==> src/rtl/uart_tx_queue.sv <==
// Byte FIFO feeding a UART transmitter: pops one byte per transfer, pulses run, waits for done.
// Optional stuck-transmitter watchdog enabled by defining UART_TXQ_TIMEOUT_EN.
module uart_tx_queue #(
  parameter int DEPTH   = 16,
  parameter int AW      = 4,
  parameter int TIMEOUT = 4096
) (
  input  logic          clk_in,
  input  logic          rst_n,
  input  logic          wr_en,
  input  logic [7:0]    wr_data,
  input  logic          clr_ovf,
  output logic          full,
  output logic          empty,
  output logic [AW:0]   count,
  output logic          ovf,
  output logic [7:0]    din,
  output logic          run,
  input  logic          done,
  output logic          busy,
  output logic [15:0]   tx_count,
  output logic          tmo
);

  typedef enum logic {S_IDLE, S_WAIT} state_t;

  localparam logic [AW:0] PTR_ONE = (AW+1)'(1);

  logic [7:0]  mem [DEPTH];
  logic [AW:0] wr_ptr_q, rd_ptr_q;
  logic        ovf_q, done_q, run_q;
  logic [7:0]  din_q;
  logic [15:0] tx_count_q;
  state_t      state_q;
  logic        push, done_rise;

  assign empty     = (wr_ptr_q == rd_ptr_q);
  assign full      = (wr_ptr_q[AW] != rd_ptr_q[AW]) &&
                     (wr_ptr_q[AW-1:0] == rd_ptr_q[AW-1:0]);
  assign count     = wr_ptr_q - rd_ptr_q;
  assign push      = wr_en && !full;
  assign done_rise = done && !done_q;

  assign ovf      = ovf_q;
  assign din      = din_q;
  assign run      = run_q;
  assign busy     = (state_q != S_IDLE);
  assign tx_count = tx_count_q;

  always_ff @(posedge clk_in) begin
    if (push) mem[wr_ptr_q[AW-1:0]] <= wr_data;
  end

  // Drop decision uses full from before the edge; a dropped push beats clr_ovf.
  always_ff @(posedge clk_in or negedge rst_n) begin
    if (!rst_n) begin
      wr_ptr_q <= '0;
      ovf_q    <= 1'b0;
    end else begin
      if (push) wr_ptr_q <= wr_ptr_q + PTR_ONE;
      if (wr_en && full) ovf_q <= 1'b1;
      else if (clr_ovf)  ovf_q <= 1'b0;
    end
  end

`ifdef UART_TXQ_TIMEOUT_EN
  localparam int TW = (TIMEOUT > 2) ? $clog2(TIMEOUT) : 1;
  localparam logic [TW-1:0] TCNT_LAST = TW'(TIMEOUT - 1);
  localparam logic [TW-1:0] TCNT_ONE  = TW'(1);
  logic [TW-1:0] tcnt_q;
  logic          tmo_q;
  assign tmo = tmo_q;
`else
  logic unused_timeout;
  assign unused_timeout = (TIMEOUT != 0);
  assign tmo = 1'b0;
`endif

  always_ff @(posedge clk_in or negedge rst_n) begin
    if (!rst_n) begin
      state_q    <= S_IDLE;
      rd_ptr_q   <= '0;
      din_q      <= '0;
      run_q      <= 1'b0;
      done_q     <= 1'b0;
      tx_count_q <= '0;
`ifdef UART_TXQ_TIMEOUT_EN
      tcnt_q     <= '0;
      tmo_q      <= 1'b0;
`endif
    end else begin
      done_q <= done;
      run_q  <= 1'b0;
`ifdef UART_TXQ_TIMEOUT_EN
      tmo_q  <= 1'b0;
`endif
      case (state_q)
        S_IDLE: begin
          if (!empty) begin
            din_q    <= mem[rd_ptr_q[AW-1:0]];
            rd_ptr_q <= rd_ptr_q + PTR_ONE;
            run_q    <= 1'b1;
            state_q  <= S_WAIT;
`ifdef UART_TXQ_TIMEOUT_EN
            tcnt_q   <= '0;
`endif
          end
        end
        S_WAIT: begin
          if (done_rise) begin
            tx_count_q <= tx_count_q + 16'd1;
            state_q    <= S_IDLE;
          end
`ifdef UART_TXQ_TIMEOUT_EN
          // Completion on the final count still wins over the abort.
          else if (tcnt_q == TCNT_LAST) begin
            tmo_q   <= 1'b1;
            state_q <= S_IDLE;
          end else begin
            tcnt_q <= tcnt_q + TCNT_ONE;
          end
`endif
        end
        default: state_q <= S_IDLE;
      endcase
    end
  end

endmodule

==> config.mk <==
export PLATFORM = sky130hd
export DESIGN_NAME = uart_tx_queue
export DESIGN_NICKNAME = d
export VERILOG_FILES = /design/src/rtl/uart_tx_queue.sv
export SDC_FILE = /design/constraint.sdc
export NUM_CORES = 1
export LEC_CHECK = 0
export ABC_CLOCK_PERIOD_IN_PS = 4100
export BUFFER_PORTS_ARGS = -buffer_cell sky130_fd_sc_hd__clkbuf_2
export CORE_UTILIZATION = 44
export DETAILED_ROUTE_END_ITERATION = 12
export SKIP_LAST_GASP = 1
export SLEW_MARGIN = 20
export SYNTH_ARGS = -nofsm -noshare
export SYNTH_HDL_FRONTEND = slang
export SYNTH_SLANG_ARGS = --single-unit
==> constraint.sdc <==
create_clock -name clk_in -period 4.1 [get_ports clk_in]
set_clock_uncertainty 0.1 [all_clocks]
set_input_delay 0 -clock clk_in [delete_from_list [all_inputs] [get_ports clk_in]]
set_output_delay 0 -clock clk_in [all_outputs]
set_load 0.05 [all_outputs]
==> flow_summary.json, run 1 <==
{
  "relSlewSlack": 0.340,
  "die_w_um": 126,
  "first_pass_iters": 4,
  "leakagePower_nw": 2.87,
  "holdPathEnd": "mem[10][5]",
  "root_buffer": "clkbuf_16",
  "worstPathMaxFanout": 24,
  "reg2reg_from": "rd_ptr_q[2]",
  "rr_endpoint": "mem[7][7]",
  "ys.flop_type": "edfxtp_1",
  "drive_gt1_frac": 0.210,
  "syn-num-nets": 432,
  "grt_overflow_total": 0,
  "ff2ff_path_depth": 7,
  "cts_buffers": 17,
  "end_kind": "flop",
  "crit_arrival_ns": 2.93,
  "synth_area_um2": 6780,
  "hp-class": "input pin to flop",
  "ys_types": 42,
  "layout_common_cells": "edfxtp_1 (128), clkbuf_2 (45), dfrtp_1 (37)",
  "final_nets": 493,
  "final.period_utilization": 0.727,
  "area_growth_pct": 14.9,
  "synth_cells": 408,
  "first_iter_violations": 252,
  "cts_buffer_depth": 2,
  "timing.fmax_mhz": 336,
  "grt_pass1_vias": 3745,
  "clk_pin_slew_ns": 0.06,
  "setup_viol": 0,
  "htree_levels": 4,
  "ys_seq_area_frac": 0.708,
  "port_buffers": 46,
  "multi_input_area_um2": 1800,
  "clk_latency_ns": 0.42,
  "dp_hpwl_mm": 9.21,
  "rsz0062_at_grt": "false",
  "required_ns": 4.05,
  "whs_path_depth": 1,
  "finalSetupTns_ns": 0,
  "grt_antenna_before_repair": 0,
  "async_flop_share": 0.229,
  "numClockSinks": 166,
  "num-fill-cells": 1190,
  "drv_cap": 0,
  "outcome": "finished clean",
  "syn_avg_cell_area_um2": 16.6,
  "grt_max_degree": 51,
  "wire_per_inst_um": 20.8,
  "startpoint_type": "flop",
  "wl_mm": 13.9,
  "ir_worst_vdd_mv": 0.448,
  "core_um2": 14800,
  "grt_use_total": 0.188,
  "drc": 0,
  "powerDensity_nw_per_um2": 754,
  "reg2reg_setup_slack_ns": 1.12,
  "grt_pass1_wl_mm": 21.5,
  "die-height_um": 126,
  "diodes": 0,
  "critPathKind": "flop to flop",
  "holdCritStartpoint": "wr_data[5]",
  "via_count": 3640,
  "io_pins": 48,
  "utilization": 0.528,
  "start_util": 0.459,
  "period_minus_slack_ns": 2.98,
  "synth_edf_count": 128,
  "holdWs_ns": 0.0122,
  "finalHoldViolCount": 0,
  "die-area_um2": 15900,
  "ff_latch_area_um2": 4800,
  "report.final.slew_viol_count": 0,
  "core.rowCount": 44,
  "yosys_warnings": 0,
  "ant_nets": 0,
  "crit_path_cell_trace": "buf_4 -> inv_1 -> ha_1 -> and4_1 -> a21boi_2 -> nand2_1 -> nor2_1",
  "globalplace.congestion": 0.762,
  "slowest_stage": "nor2_1",
  "critPathMaxStageDelay_ns": 0.60,
  "via_per_inst": 5.47,
  "cts_tree": "built",
  "final_common_cell": "edfxtp_1",
  "ys_ff_latch": 166,
  "worst_slew_pin_slew_ns": 0.989
}
per-stage QoR:
step | total power, W | cells | worst slack, ns | instance area [um^2]
global placement | 0.00436 | 626 | 1.21 | 7140
CTS | 0.00592 | 666 | 1.11 | 7780
detailed placement | 0.00439 | 626 | 1.09 | 7140
finish | 0.00587 | 666 | 1.12 | 7780
floorplan | 0.00390 | 408 | 1.10 | 6780
global route | 0.00613 | 666 | 0.957 | 7780
layout make-up:
class                   instances  share of cell area
inverters                      11             0.00530
well taps                     184              0.0296
repair buffers                 60              0.0457
multi-input cells             213               0.231
clock buffers                  19              0.0556
clock inverters                13              0.0167
flip-flops and latches        166               0.616
worst max path at each step:
stage | startpoint | end | slack (ns) | cells past startpoint
finish | rd_ptr_q[2] | mem[7][7] | 1.12 | 7
global route | rd_ptr_q[2] | mem[13][7] | 0.96 | 7
CTS | rd_ptr_q[2] | mem[7][7] | 1.11 | 7
detailed placement | rd_ptr_q[2] | mem[7][1] | 1.09 | 7
global placement | rd_ptr_q[2] | mem[5][2] | 1.21 | 7
floorplan | rd_ptr_q[1] | mem[3][0] | 1.10 | 9
cells by family (layout without fill, tap and decap cells):
family                     Yosys count  after routing  share of synthesized area
adders and majority gates           11             11                     0.0214
other                                1              1                   0.000553
DFF                                166            166                      0.708
xor gates and xnor gates            28             28                     0.0362
AOI/OAI and AO/OA                   41             41                     0.0399
and+or+nand+nor                     83             83                     0.0641
muxes                               49             49                      0.103
buffers and inverters               29            103                     0.0271
per-layer routing:
layer,routed length (um),track usage,part of all wire
met1,6150,0.250,0.44
met3,859,0.0493,0.062
met5,0,0,0
met4,134,0.0595,0.0097
met2,6740,0.304,0.49
critical path: cells and delay by family, from the launching register on:
family,cells,cell delay [ns]
buffers and inverters,2,0.39
adders and majority gates,1,0.35
AOI/OAI and AO/OA,1,0.39
DFF,1,0.32
and+or+nand+nor,3,1.07
synthesized netlist by cell type (2+ instances only):
cell type | count | area, um^2
o22ai_1 | 16 | 100
buf_1 | 2 | 7.51
o21ai_0 | 3 | 15.0
buf_4 | 4 | 30.0
a21o_1 | 2 | 15.0
xnor2_1 | 16 | 140
mux2i_1 | 32 | 320
nor4_2 | 3 | 37.5
nor2_1 | 34 | 128
a31oi_1 | 8 | 50.1
buf_2 | 5 | 25.0
inv_1 | 11 | 41.3
xor2_1 | 12 | 105
nor3_1 | 8 | 40.0
nand2b_1 | 2 | 12.5
a21oi_1 | 2 | 10.0
nand3b_1 | 2 | 15.0
mux4_2 | 14 | 315
nand2_1 | 13 | 48.8
ha_1 | 10 | 125
nand4_1 | 7 | 43.8
a22oi_1 | 8 | 60.1
mux4_1 | 2 | 52.6
edfxtp_1 | 128 | 3840
dfrtp_1 | 38 | 951
nand3_1 | 6 | 30.0
buf_6 | 5 | 56.3
where the power goes:
part | internal, W | leakage, nW | switching [W]
registers | 0.00207 | 1.62 | 0.000191
logic | 0.000665 | 0.977 | 0.00143
clock network | 0.000894 | 0.274 | 0.000622
registers in the layout, indices dropped and copies added (netlist names):
| signal | count |
|---|---|
| busy | 1 |
| din | 8 |
| done_q | 1 |
| mem | 128 |
| ovf | 1 |
| rd_ptr_q | 5 |
| run | 1 |
| tx_count | 16 |
| wr_ptr_q | 5 |
repair_timing:
| action | in CTS | in global routing |
|---|---|---|
| hold buffers | 8 | 0 |
| setup buffers | 0 | 0 |
| hold endpoints to repair | 77 | 0 |
| gates resized for setup | 0 | 0 |
No activity file was read; power rests on OpenSTA's default activity.
==> run 2: changes to the inputs <==
--- a/config.mk
+++ b/config.mk
@@ -5,7 +5,7 @@
 export SDC_FILE = /design/constraint.sdc
 export NUM_CORES = 1
 export LEC_CHECK = 0
-export ABC_CLOCK_PERIOD_IN_PS = 4100
+export ABC_CLOCK_PERIOD_IN_PS = 3000
 export BUFFER_PORTS_ARGS = -buffer_cell sky130_fd_sc_hd__clkbuf_2
 export CORE_UTILIZATION = 44
 export DETAILED_ROUTE_END_ITERATION = 12
==> constraint.sdc (replaced) <==
create_clock -name clk_in -period 3 [get_ports clk_in]
set_clock_uncertainty 0.1 [all_clocks]
set_input_delay 0 -clock clk_in [delete_from_list [all_inputs] [get_ports clk_in]]
set_output_delay 0 -clock clk_in [all_outputs]
set_load 0.05 [all_outputs]
==> run 2 against run 1 <==
  * Core utilization grew 0.98 points
  * Sequential cell count did not move
  * First-iteration DRC count is 23% lower
  * Sequential share of layout area fell by 1.1 points
  * Combinational power is 41% higher
  * Design area up 1.8%
  * Global-route usage barely moved
  * Sequential power rose by 36%
  * Register-to-register slack got worse by 0.66 ns
  * Largest cell class unchanged
  * Highest routed layer unchanged
==> flow_summary.json, run 2 (synthesized netlist as in run 1, its figures left out) <==
{
  "outcome": "finished clean",
  "p_int_w": 0.00493,
  "final_common_cell": "edfxtp_1",
  "utilization": 0.537,
  "via_count": 3699,
  "place_ws_ns": 0.489,
  "drive_gt1_frac": 0.238,
  "core.rowCount": 44,
  "fin_area_um2": 7930,
  "hp-class": "input pin to flop",
  "wire_per_inst_um": 20.2,
  "cts_buffer_depth": 2,
  "first_pass_iters": 4,
  "area_growth_pct": 17.0,
  "drv_cap": 0,
  "startpoint_type": "flop",
  "seqPwrFrac": 0.379,
  "drc": 0,
  "grt_pass1_vias": 3775,
  "htree_levels": 4,
  "via_per_inst": 5.42,
  "io_pins": 48,
  "first_iter_violations": 195,
  "clk_pin_slew_ns": 0.07,
  "wl_mm": 13.8,
  "dp_hpwl_mm": 8.99,
  "placed_area_um2": 7230,
  "worst_slew_pin_slew_ns": 0.966,
  "core_um2": 14800,
  "port_buffers": 46,
  "required_ns": 2.90,
  "globalplace.congestion": 0.768,
  "grt_antenna_before_repair": 0,
  "finalHoldViolCount": 0,
  "leakagePower_nw": 2.97,
  "fin_ws_ns": 0.367,
  "layout_common_cells": "edfxtp_1 (128), clkbuf_2 (46), dfrtp_1 (37)",
  "end_kind": "output pin",
  "grt_use_total": 0.188,
  "cts_buffers": 17,
  "ir_worst_vdd_mv": 0.504,
  "diodes": 0,
  "cts_resized": 0,
  "cts_tree": "built",
  "p_sw_frac": 0.392,
  "powerDensity_nw_per_um2": 1020,
  "root_buffer": "clkbuf_16",
  "die-height_um": 126,
  "finalSetupTns_ns": 0,
  "numClockSinks": 166,
  "clk_latency_ns": 0.43,
  "report.final.slew_viol_count": 0,
  "power_frac_clock": 0.257,
  "grt_pass1_wl_mm": 21.6,
  "critPathKind": "flop to output pin",
  "rsz0062_at_grt": "false",
  "combPwrFrac": 0.363,
  "num-fill-cells": 1215,
  "ant_nets": 0,
  "final_nets": 510,
  "worstPathMaxFanout": 4,
  "power_w": 0.00810,
  "start_util": 0.459,
  "setup_viol": 0,
  "grt_overflow_total": 0,
  "power_switching_w": 0.00317,
  "relSlewSlack": 0.356,
  "grt_max_degree": 51,
  "die_w_um": 126,
  "crit_arrival_ns": 2.53,
  "die-area_um2": 15900,
  "timing.fmax_mhz": 380,
  "largest_reg_flops": 128,
  "final.period_utilization": 0.878,
  "period_minus_slack_ns": 2.63
}
==> run 2: worst max-delay path, stage by stage (launching register included) <==
cell and delay, ns:
dfrtp_1 0.42, inv_1 0.19, ha_1 0.18, inv_1 0.06, fa_1 0.40, a21o_1 0.17
a21oi_1 0.20, xnor2_1 0.17, clkbuf_2 0.32
==> run 2: what timing repair did <==
action,in CTS,in global routing
hold endpoints to repair,167,0
hold buffers,13,0
buffers inserted,0,0
==> run 2: per-layer routing <==
metal  track usage  vias to the layer above  share of wire
li1              -                     1723              -
met1         0.258                     1872           0.48
met2         0.290                       86           0.46
met3        0.0463                       18          0.039
met4        0.0723                        0          0.018
met5             0                        -              0
==> run 2: metrics by stage <==
stage          std cells  hold WS (ns)
2_1_floorplan        408        -0.396
3_3_place_gp         638        0.0208
3_5_place_dp         638        0.0259
4_1_cts              683         0.119
5_1_grt              683         0.142
6_report             683         0.136
==> run 2: power by group through the flow <==
stage                     Combinational [W]  Clock [W]  Sequential, W
after floorplan                     0.00199          0        0.00334
after global placement              0.00290          0        0.00311
after detailed placement            0.00294          0        0.00312
after CTS                           0.00296    0.00213        0.00307
after global routing                0.00314    0.00222        0.00311
final                               0.00294    0.00208        0.00307
==> run 2: layout make-up <==
cell class              instances  area (um^2)  share of cell area
clock buffers                  17          425              0.0537
clock inverters                15          141              0.0178
inverters                      11         41.3             0.00521
multi-input cells             213         1800               0.227
flip-flops and latches        166         4800               0.605
well taps                     184          230              0.0290
repair buffers                 77          495              0.0625
==> run 2: path summary, 6_finish.rpt <==
path                                   start            to  slack [ns]  cells past startpoint
min in group asynchronous              rst_n   tx_count[2]        0.17                      2
max in group asynchronous              rst_n   rd_ptr_q[1]        1.98                      2
worst max-delay path             wr_ptr_q[0]      count[4]        0.37                      8
worst min register to register  tx_count[15]  tx_count[15]        0.37                      1
worst max register to register   wr_ptr_q[2]     mem[0][3]        0.46                      6
worst min-delay path                    done        done_q        0.14                      2
==> run 3: changes to the inputs <==
--- a/config.mk
+++ b/config.mk
@@ -7,7 +7,7 @@
 export LEC_CHECK = 0
 export ABC_CLOCK_PERIOD_IN_PS = 3000
 export BUFFER_PORTS_ARGS = -buffer_cell sky130_fd_sc_hd__clkbuf_2
-export CORE_UTILIZATION = 44
+export CORE_UTILIZATION = 30
 export DETAILED_ROUTE_END_ITERATION = 12
 export SKIP_LAST_GASP = 1
 export SLEW_MARGIN = 20
==> run 3 against run 2 <==
  * The flow now finishes with violations (design-rule violations)
  * Wire length rose by 2.2%
  * Sequential share of layout area is 0.47 points lower
  * Cell count up 14%
  * Core utilization down 17 points
  * Worst hold slack lost 0.13 ns
  * Largest cell class unchanged
  * Critical path depth stayed put
  * Sequential power hardly changed
  * Non-clock buffer count is 3 lower
  * Fmax fell by 1.2%
  * Clock-buffer cell count is 1 higher
==> flow_summary.json, run 3 (synthesized netlist as in run 1, its figures left out) <==
{
  "grt_max_degree": 51,
  "end_kind": "output pin",
  "start_util": 0.309,
  "grt_pass1_wl_mm": 22.2,
  "violations": "design-rule violations",
  "area_growth_pct": 17.9,
  "io_pins": 48,
  "grt_use_total": 0.128,
  "grt_overflow_total": 0,
  "finalSetupTns_ns": 0,
  "clk_latency_ns": 0.42,
  "wire_per_inst_um": 18.2,
  "startpoint_type": "flop",
  "root_buffer": "clkbuf_16",
  "worst_slew_pin_slew_ns": 0.890,
  "setup_viol": 0,
  "core_um2": 22000,
  "finalHoldViolCount": 0,
  "grt_antenna_before_repair": 0,
  "leakagePower_nw": 2.94,
  "critPathKind": "flop to output pin",
  "port_buffers": 46,
  "drv_cap": 0,
  "cts_buffer_depth": 2,
  "ant_nets": 0,
  "layout.cells.non_filler": 776,
  "period_minus_slack_ns": 2.67,
  "drive_gt1_frac": 0.236,
  "drc": 6,
  "htree_levels": 4,
  "first_iter_violations": 405,
  "worstPathMaxFanout": 4,
  "whs_path_depth": 1,
  "core.rowCount": 54,
  "numClockSinks": 166,
  "cts_resized": 0,
  "powerDensity_nw_per_um2": 1000,
  "final_common_cell": "edfxtp_1",
  "cts_buffers": 17,
  "cts_hold_buf": 8,
  "die-area_um2": 23200,
  "report.final.slew_viol_count": 0,
  "outcome": "complete, but fails checks",
  "relSlewSlack": 0.407,
  "layout_common_cells": "edfxtp_1 (128), clkbuf_2 (45), dfrtp_1 (37)",
  "hp-class": "input pin to flop",
  "num-fill-cells": 2032,
  "required_ns": 2.90,
  "globalplace.congestion": 0.850,
  "die-height_um": 152,
  "rsz0062_at_grt": "false",
  "clk_pin_slew_ns": 0.06,
  "ff2ff_path_depth": 7,
  "first_pass_iters": 11,
  "largest_reg_flops": 128,
  "dp_hpwl_mm": 9.53,
  "final.period_utilization": 0.889,
  "place_inst": 735,
  "utilization": 0.364,
  "die_w_um": 152,
  "wl_mm": 14.1,
  "timing.fmax_mhz": 375,
  "cts_setup_buffers": 0,
  "grt_pass1_vias": 3777,
  "cts_tree": "built",
  "final_nets": 507,
  "crit_arrival_ns": 2.57,
  "diodes": 0,
  "via_per_inst": 4.73,
  "ir_worst_vdd_mv": 0.610,
  "via_count": 3673
}
-- run 3: cell types whose count changed in the layout (fill, tap and decap cells not counted), sizes merged --
cell / change
buf: +2
clkinv: +5
inv: -7
dlygate4sd3: -4
clkinvlp: +1
-- run 3: layout make-up --
class | count | area (um^2) | area share
Clock buffer | 18 | 429 | 0.0537
Inverter | 11 | 41.3 | 0.00517
Sequential cell | 166 | 4800 | 0.600
Timing Repair Buffer | 74 | 463 | 0.0579
Tap cell | 280 | 350 | 0.0438
Multi-Input combinational cell | 213 | 1800 | 0.225
Clock inverter | 14 | 113 | 0.0141
-- run 3: through the flow --
step / hold WS (ns) / cell area, um^2 / power (W) / setup slack [ns]
final: 0.00739 / 7990 / 0.00801 / 0.334
after global routing: 0.0231 / 7990 / 0.00838 / 0.218
after CTS: 0.00131 / 7980 / 0.00805 / 0.327
after detailed placement: 0.0248 / 7360 / 0.00606 / 0.513
after global placement: 0.0234 / 7360 / 0.00600 / 0.590
after floorplan: -0.396 / 6780 / 0.00533 / 0.00134
-- run 3: path summary, 6_finish.rpt --
| kind | slack, ns | start | to |
|---|---|---|---|
| worst max-delay path | 0.33 | wr_ptr_q[0] | count[4] |
| worst min-delay path | 0.007 | wr_data[3] | mem[10][3] |
| worst max register to register | 0.49 | rd_ptr_q[3] | mem[0][0] |
| worst min register to register | 0.38 | tx_count[15] | tx_count[15] |
| max in group asynchronous | 2.05 | rst_n | rd_ptr_q[1] |
| min in group asynchronous | 0.15 | rst_n | tx_count[2] |
-- run 3: worst max-delay path, cell delays in order (launching register included) --
cell      delay (ns)
dfrtp_1         0.41
inv_1           0.17
ha_1            0.17
inv_1           0.06
fa_1            0.40
a21o_1          0.18
a21oi_1         0.27
xnor2_1         0.19
clkbuf_2        0.31
-- run 3: per-layer routing --
metal / GRT usage / routed length (um)
met2: 0.191 / 6410
met1: 0.182 / 6880
met4: 0.0442 / 101
met3: 0.0293 / 701
met5: 0 / 0
-- run 3: report_power, final --
part	switching [W]	total (W)	internal, W
clock	0.000851	0.00198	0.00113
sequential	0.000246	0.00307	0.00283
combinational	0.00201	0.00296	0.000943
